===== src/rtl/fir_pkg.sv =====
// Shared types and constant helpers for the reloadable streaming FIR.
// Loader state encodings, width helpers and the power-up tap pattern.
package fir_pkg;

  typedef enum logic [1:0] {
    CIDLE = 2'd0,
    LOAD  = 2'd1,
    DRAIN = 2'd2
  } coef_state_t;

  function automatic int clog2(input int v);
    int r;
    r = 0;
    while ((1 << r) < v) r = r + 1;
    return r;
  endfunction

  function automatic int acc_width(
    input int xw,
    input int tw,
    input int n
  );
    return xw + tw + clog2(n);
  endfunction

  // Passthrough bank: unity on tap 0
  function automatic int reset_tap(input int k);
    return (k == 0) ? 1 : 0;
  endfunction

endpackage


===== src/rtl/fir_coef_loader.sv =====
// Framed coefficient loader: shadow bank fill, framing checks and an
// atomic commit of the whole bank into the active set.
module fir_coef_loader
  import fir_pkg::*;
#(
  parameter int NBR_OF_TAPS = 4,
  parameter int TAP_SIZE    = 8
) (
  input  logic                            clk,
  input  logic                            reset,
  input  logic [TAP_SIZE-1:0]             s_coef_tdata,
  input  logic                            s_coef_tvalid,
  input  logic                            s_coef_tlast,
  output logic [NBR_OF_TAPS*TAP_SIZE-1:0] bank,
  output logic                            coef_busy,
  output logic                            coef_done,
  output logic                            coef_err
);

  localparam int CW = clog2(NBR_OF_TAPS);
  localparam logic [CW-1:0] LASTI = CW'(NBR_OF_TAPS - 1);

  coef_state_t state, nxt;
  logic [CW-1:0] cnt;
  logic [TAP_SIZE-1:0] shadow [NBR_OF_TAPS];
  logic [TAP_SIZE-1:0] active [NBR_OF_TAPS];

  logic at_end;
  logic ld_first;
  logic ld_next;
  logic commit;
  logic err_set;

  assign at_end = (cnt == LASTI);

  always_ff @(posedge clk or negedge reset) begin
    if (!reset) state <= CIDLE;
    else        state <= nxt;
  end

  always_comb begin
    nxt      = state;
    ld_first = 1'b0;
    ld_next  = 1'b0;
    commit   = 1'b0;
    err_set  = 1'b0;
    if (s_coef_tvalid) begin
      unique case (state)
        CIDLE: begin
          ld_first = 1'b1;
          if (s_coef_tlast) err_set = 1'b1;
          else              nxt = LOAD;
        end
        LOAD: begin
          unique case (1'b1)
            (!at_end && s_coef_tlast): begin
              err_set = 1'b1;
              nxt     = CIDLE;
            end
            (!at_end && !s_coef_tlast): begin
              ld_next = 1'b1;
            end
            (at_end && s_coef_tlast): begin
              commit = 1'b1;
              nxt    = CIDLE;
            end
            default: begin
              err_set = 1'b1;
              nxt     = DRAIN;
            end
          endcase
        end
        DRAIN: begin
          if (s_coef_tlast) nxt = CIDLE;
        end
        default: nxt = CIDLE;
      endcase
    end
  end

  always_ff @(posedge clk or negedge reset) begin
    if (!reset) begin
      cnt       <= '0;
      coef_done <= 1'b0;
      coef_err  <= 1'b0;
      for (int k = 0; k < NBR_OF_TAPS; k++) begin
        shadow[k] <= '0;
        active[k] <= TAP_SIZE'(reset_tap(k));
      end
    end else begin
      coef_done <= commit;
      if (err_set)     coef_err <= 1'b1;
      else if (commit) coef_err <= 1'b0;
      if (ld_first) begin
        shadow[0] <= s_coef_tdata;
        cnt       <= CW'(1);
      end
      if (ld_next) begin
        shadow[cnt] <= s_coef_tdata;
        cnt         <= cnt + CW'(1);
      end
      // Final beat goes straight into the active set with the rest
      if (commit) begin
        for (int k = 0; k < NBR_OF_TAPS; k++)
          active[k] <= (k == NBR_OF_TAPS - 1) ?
                       s_coef_tdata : shadow[k];
      end
    end
  end

  assign coef_busy = (state != CIDLE);

  for (genvar k = 0; k < NBR_OF_TAPS; k++) begin : g_bank
    assign bank[k*TAP_SIZE +: TAP_SIZE] = active[k];
  end

endmodule


===== src/rtl/fir_stream_reload.sv =====
// Streaming FIR with run-time coefficient reload, full-precision MAC,
// arithmetic output shift and signed saturation.
module fir_stream_reload
  import fir_pkg::*;
#(
  parameter int NBR_OF_TAPS = 4,
  parameter int TAP_SIZE    = 8,
  parameter int X_N_SIZE    = 8,
  parameter int Y_N_SIZE    = 16,
  parameter int OUT_SHIFT   = 0
) (
  input  logic                clk,
  input  logic                reset,
  input  logic [X_N_SIZE-1:0] x_n,
  input  logic                s_axis_fir_tvalid,
  input  logic [TAP_SIZE-1:0] s_coef_tdata,
  input  logic                s_coef_tvalid,
  input  logic                s_coef_tlast,
  output logic [Y_N_SIZE-1:0] y_n,
  output logic                m_axis_fir_tvalid,
  output logic                sat_flag,
  output logic                coef_busy,
  output logic                coef_done,
  output logic                coef_err
);

  localparam int ACC_W = acc_width(X_N_SIZE, TAP_SIZE, NBR_OF_TAPS);
  localparam int W     = ACC_W + Y_N_SIZE;

  localparam logic signed [W-1:0] YMAX =
    {{(W-Y_N_SIZE+1){1'b0}}, {(Y_N_SIZE-1){1'b1}}};
  localparam logic signed [W-1:0] YMIN =
    {{(W-Y_N_SIZE+1){1'b1}}, {(Y_N_SIZE-1){1'b0}}};

  logic [NBR_OF_TAPS*TAP_SIZE-1:0] bank;
  logic signed [TAP_SIZE-1:0] coef  [NBR_OF_TAPS];
  logic signed [X_N_SIZE-1:0] buffs [NBR_OF_TAPS];

  logic signed [ACC_W-1:0] mac;
  logic signed [ACC_W-1:0] acc_r;
  logic signed [ACC_W-1:0] shf;
  logic signed [W-1:0]     ext;
  logic [Y_N_SIZE-1:0]     y_sat;
  logic clip;
  logic v_buf;
  logic v_acc;

  fir_coef_loader #(
    .NBR_OF_TAPS(NBR_OF_TAPS),
    .TAP_SIZE   (TAP_SIZE)
  ) u_loader (
    .clk          (clk),
    .reset        (reset),
    .s_coef_tdata (s_coef_tdata),
    .s_coef_tvalid(s_coef_tvalid),
    .s_coef_tlast (s_coef_tlast),
    .bank         (bank),
    .coef_busy    (coef_busy),
    .coef_done    (coef_done),
    .coef_err     (coef_err)
  );

  for (genvar k = 0; k < NBR_OF_TAPS; k++) begin : g_coef
    assign coef[k] = bank[k*TAP_SIZE +: TAP_SIZE];
  end

  always_ff @(posedge clk or negedge reset) begin
    if (!reset) begin
      for (int k = 0; k < NBR_OF_TAPS; k++) buffs[k] <= '0;
    end else if (s_axis_fir_tvalid) begin
      buffs[0] <= x_n;
      for (int k = 1; k < NBR_OF_TAPS; k++) buffs[k] <= buffs[k-1];
    end
  end

  always_comb begin
    mac = '0;
    for (int k = 0; k < NBR_OF_TAPS; k++)
      mac = mac + ACC_W'(coef[k]) * ACC_W'(buffs[k]);
  end

  assign shf  = acc_r >>> OUT_SHIFT;
  assign ext  = W'(shf);
  assign clip = (ext > YMAX) || (ext < YMIN);

  always_comb begin
    y_sat = ext[Y_N_SIZE-1:0];
    if (ext > YMAX)      y_sat = YMAX[Y_N_SIZE-1:0];
    else if (ext < YMIN) y_sat = YMIN[Y_N_SIZE-1:0];
  end

  always_ff @(posedge clk or negedge reset) begin
    if (!reset) begin
      v_buf             <= 1'b0;
      v_acc             <= 1'b0;
      acc_r             <= '0;
      y_n               <= '0;
      m_axis_fir_tvalid <= 1'b0;
      sat_flag          <= 1'b0;
    end else begin
      v_buf             <= s_axis_fir_tvalid;
      v_acc             <= v_buf;
      acc_r             <= mac;
      m_axis_fir_tvalid <= v_acc;
      sat_flag          <= v_acc & clip;
      if (v_acc) y_n <= y_sat;
    end
  end

endmodule


===== config.mk =====
export PLATFORM = sky130hd
export DESIGN_NAME = fir_stream_reload
export DESIGN_NICKNAME = d
export VERILOG_FILES = /design/src/rtl/fir_pkg.sv /design/src/rtl/fir_coef_loader.sv /design/src/rtl/fir_stream_reload.sv
export SDC_FILE = /design/constraint.sdc
export NUM_CORES = 1
export LEC_CHECK = 0
export CAP_MARGIN = 20
export CORE_ASPECT_RATIO = 1.25
export CORE_UTILIZATION = 40
export DETAILED_ROUTE_END_ITERATION = 8
export PLACE_DENSITY = 0.67
export SKIP_LAST_GASP = 1
export SLEW_MARGIN = 20
export SYNTH_ARGS = -nofsm -noshare
export SYNTH_HDL_FRONTEND = slang
export SYNTH_SLANG_ARGS = --single-unit

===== constraint.sdc =====
create_clock -name clk -period 7.4 [get_ports clk]
set_input_delay 1.48 -clock clk [delete_from_list [all_inputs] [get_ports clk]]
set_output_delay 1.48 -clock clk [all_outputs]
set_load 0.005 [all_outputs]

==> out/qor.csv, run 1 <==
metric,value,unit
post_cts_resized,0,
crit_path_end_kind,flop,
numCtsBuffers,17,
max_stage_delay,0.59,ns
area_delta_synth_final,9.600,%
antenna_found_initial,0,
grt_max_degree,80,
crit_slowest_cell,fa_1,
cts.sinks,132,
hp-class,reg2reg,
period_needed,6.831,ns
maxCapViolCount,0,
cts_tree,done,
start_util,40.93,%
final_common_cell,inv_1,
grt_setup_unrepaired,false,
syn-cell-area,16140,um2
htreeDepth,4,
cts_max_path_buffers,2,
ys_seq_area_share,20.48,%
cpLargestDelayFamily,adder cells,
drt-vias-per-instance,4.941,
ctsHoldBuffers,0,
vias,10240,
synth-edff-count,0,
routedWlPerCell,17.75,um
fp.dieW,181.6,um
yosysWarnings,0,
whs_path_depth,0,
post-route-period-util,92.31,%
skew,0.01654,ns
cp_common_cell,fa_1,
firstDrtPassIters,5,
synth.area.mux_share,6.134,%
grt_pass1_vias,11320,
yosys.area.top_type,fa_1,
grt_overflow,0,
synth_nets,1972,
nets,2003,
yosys.area_share.simple,11.17,%
die_area,41150,um2
gp_congestion,0.9020,
postSynthAreaPerCell,10.55,um2
finalMaxSlewViolations,0,
rows,81,
initialDrtViolationCount,500,
synth_compound_area_share,3.365,%
fin_tns_setup,0,ns
reg2reg_depth,17,
cp-start-kind,flop,
die_y,226.6,um
yosysTopAreaCellShare,39.45,%
relSlewSlack,29.00,%
grt_first_pass_wirelength,59890,um
synthAdderAreaFrac,47.44,%
asyncSetResetFlopFracSynth,100.0,%
clk_pin_slew,0.07,ns
clock_latency,0.46,ns
postCtsSetupBuffers,0,
yosysUniqueCellTypes,43,
drc,0,
cp_max_fo,10,
worstMarginPinSlew,1.065,ns
fill_cells,3667,
synth_top_family_by_area,adder cells,
postSynthRegisterBits,132,
finalSetupViolations,0,
cp_num_cells,17,
yosys.area_share.xor_xnor,1.551,%
cts-root-buf,clkbuf_16,
final_cell_mix,"386 x inv_1, 318 x fa_1, 139 x and2_1, 131 x dfrtp_1, 122 x nand2_1",
required,7.73,ns
wl,36780,um
hpwl,30120,um
grt_usage,19.46,%
core_region_area,39420,um2
status,completed,
synth-main-ff-cell,dfrtp_1,
drive_gt1_share,8.513,%
critical_path_class,reg2reg,
synth_area_leaders,"fa_1 39%, dfrtp_1 20%, inv_1 9.0%",
io_buffers,41,
netlist_instances,1530,
crit_arrival,7.16,ns
ant_nets,0,
fmax,0.1464,GHz
num_antenna_cells,0,
io_pins,42,
crit_buf_inv,2,
hold_viol,0,
path_cells,and2_1 > fa_1 > fa_1 > fa_1 > fa_1 > fa_1 > fa_1 > fa_1 > inv_1 > fa_1 > inv_1 > ha_1 > nand2_1 > a211oi_1 > o41ai_2 > a21oi_1 > xnor2_1,
[cells by family after synthesis]
family	after synthesis
xor+xnor	27
buf+inv	422
flops	132
compound gates	82
mux	88
simple gates	358
fa+ha+maj	421
[cell usage after synthesis (7+ instances only)]
cell	instances
a21o_1	7
and2_1	139
clkbuf_1	30
dfrtp_1	131
fa_1	318
ha_1	103
inv_1	386
mux2_2	87
nand2_1	122
nand2b_1	13
nor2_1	52
nor2b_1	10
o211ai_1	17
o21ai_0	31
xnor2_1	22
[layout make-up]
class                      count  area, um2  area share, %
clock buffer                  17      425.4          2.406
clock inverter                15      163.9         0.9268
inverter                     386       1449          8.193
multi-input combinational    976      11240          63.56
sequential                   132       3304          18.69
tap                          498      623.1          3.523
timing repair buffer          48      479.2          2.710
[worst paths after layout]
| check | slack (ns) | end | startpoint |
|---|---|---|---|
| worst max-delay path | 0.57 | acc_r[17] | buffs[16] |
| worst min-delay path | 0.35 | v_acc | v_buf |
| worst max register to register | 0.57 | acc_r[17] | buffs[16] |
| worst min register to register | 0.35 | v_acc | v_buf |
| max in group asynchronous | 5.02 | u_loader.bank[13] | reset |
| min in group asynchronous | 1.07 | buffs[27] | reset |
[per-stage QoR]
| step | hold WS, ns | utilization, % | instance area (um2) | std cells | setup WS [ns] |
|---|---|---|---|---|---|
| 6_report | 0.3487 | 44.86 | 17680 | 2072 | 0.5691 |
| 5_1_grt | 0.3701 | 44.86 | 17680 | 2072 | 0.2020 |
| 4_1_cts | 0.3501 | 44.79 | 17660 | 2071 | 0.5962 |
| 3_5_place_dp | 0.3355 | 43.29 | 17070 | 2039 | 0.6187 |
| 3_3_place_gp | 0.3324 | 43.29 | 17070 | 2039 | 0.6409 |
| 2_1_floorplan | 0.3312 | - | 16140 | 1530 | 1.089 |
[routing by layer]
metal	share of wire (%)	GRT usage, %	up-vias
met3	3.3	3.052	83
met5	0	0	-
met2	54	35.65	210
met1	38	21.54	5328
li1	-	-	4616
met4	5.1	10.69	0
Power of run 1 is not shown: default switching activity piles up to over one toggle a cycle in this logic, so the estimate is an artifact.
==> inputs of run 2 (changes only) <==
--- a/config.mk
+++ b/config.mk
@@ -8,6 +8,7 @@
 export CAP_MARGIN = 20
 export CORE_ASPECT_RATIO = 1.25
 export CORE_UTILIZATION = 40
+export CTS_CLUSTER_SIZE = 40
 export DETAILED_ROUTE_END_ITERATION = 8
 export PLACE_DENSITY = 0.67
 export SKIP_LAST_GASP = 1
==> results of run 2 <==
Same layout as run 1: the final DEF is identical, and so are final timing and power.
Power of run 2 is left out for the same reason.
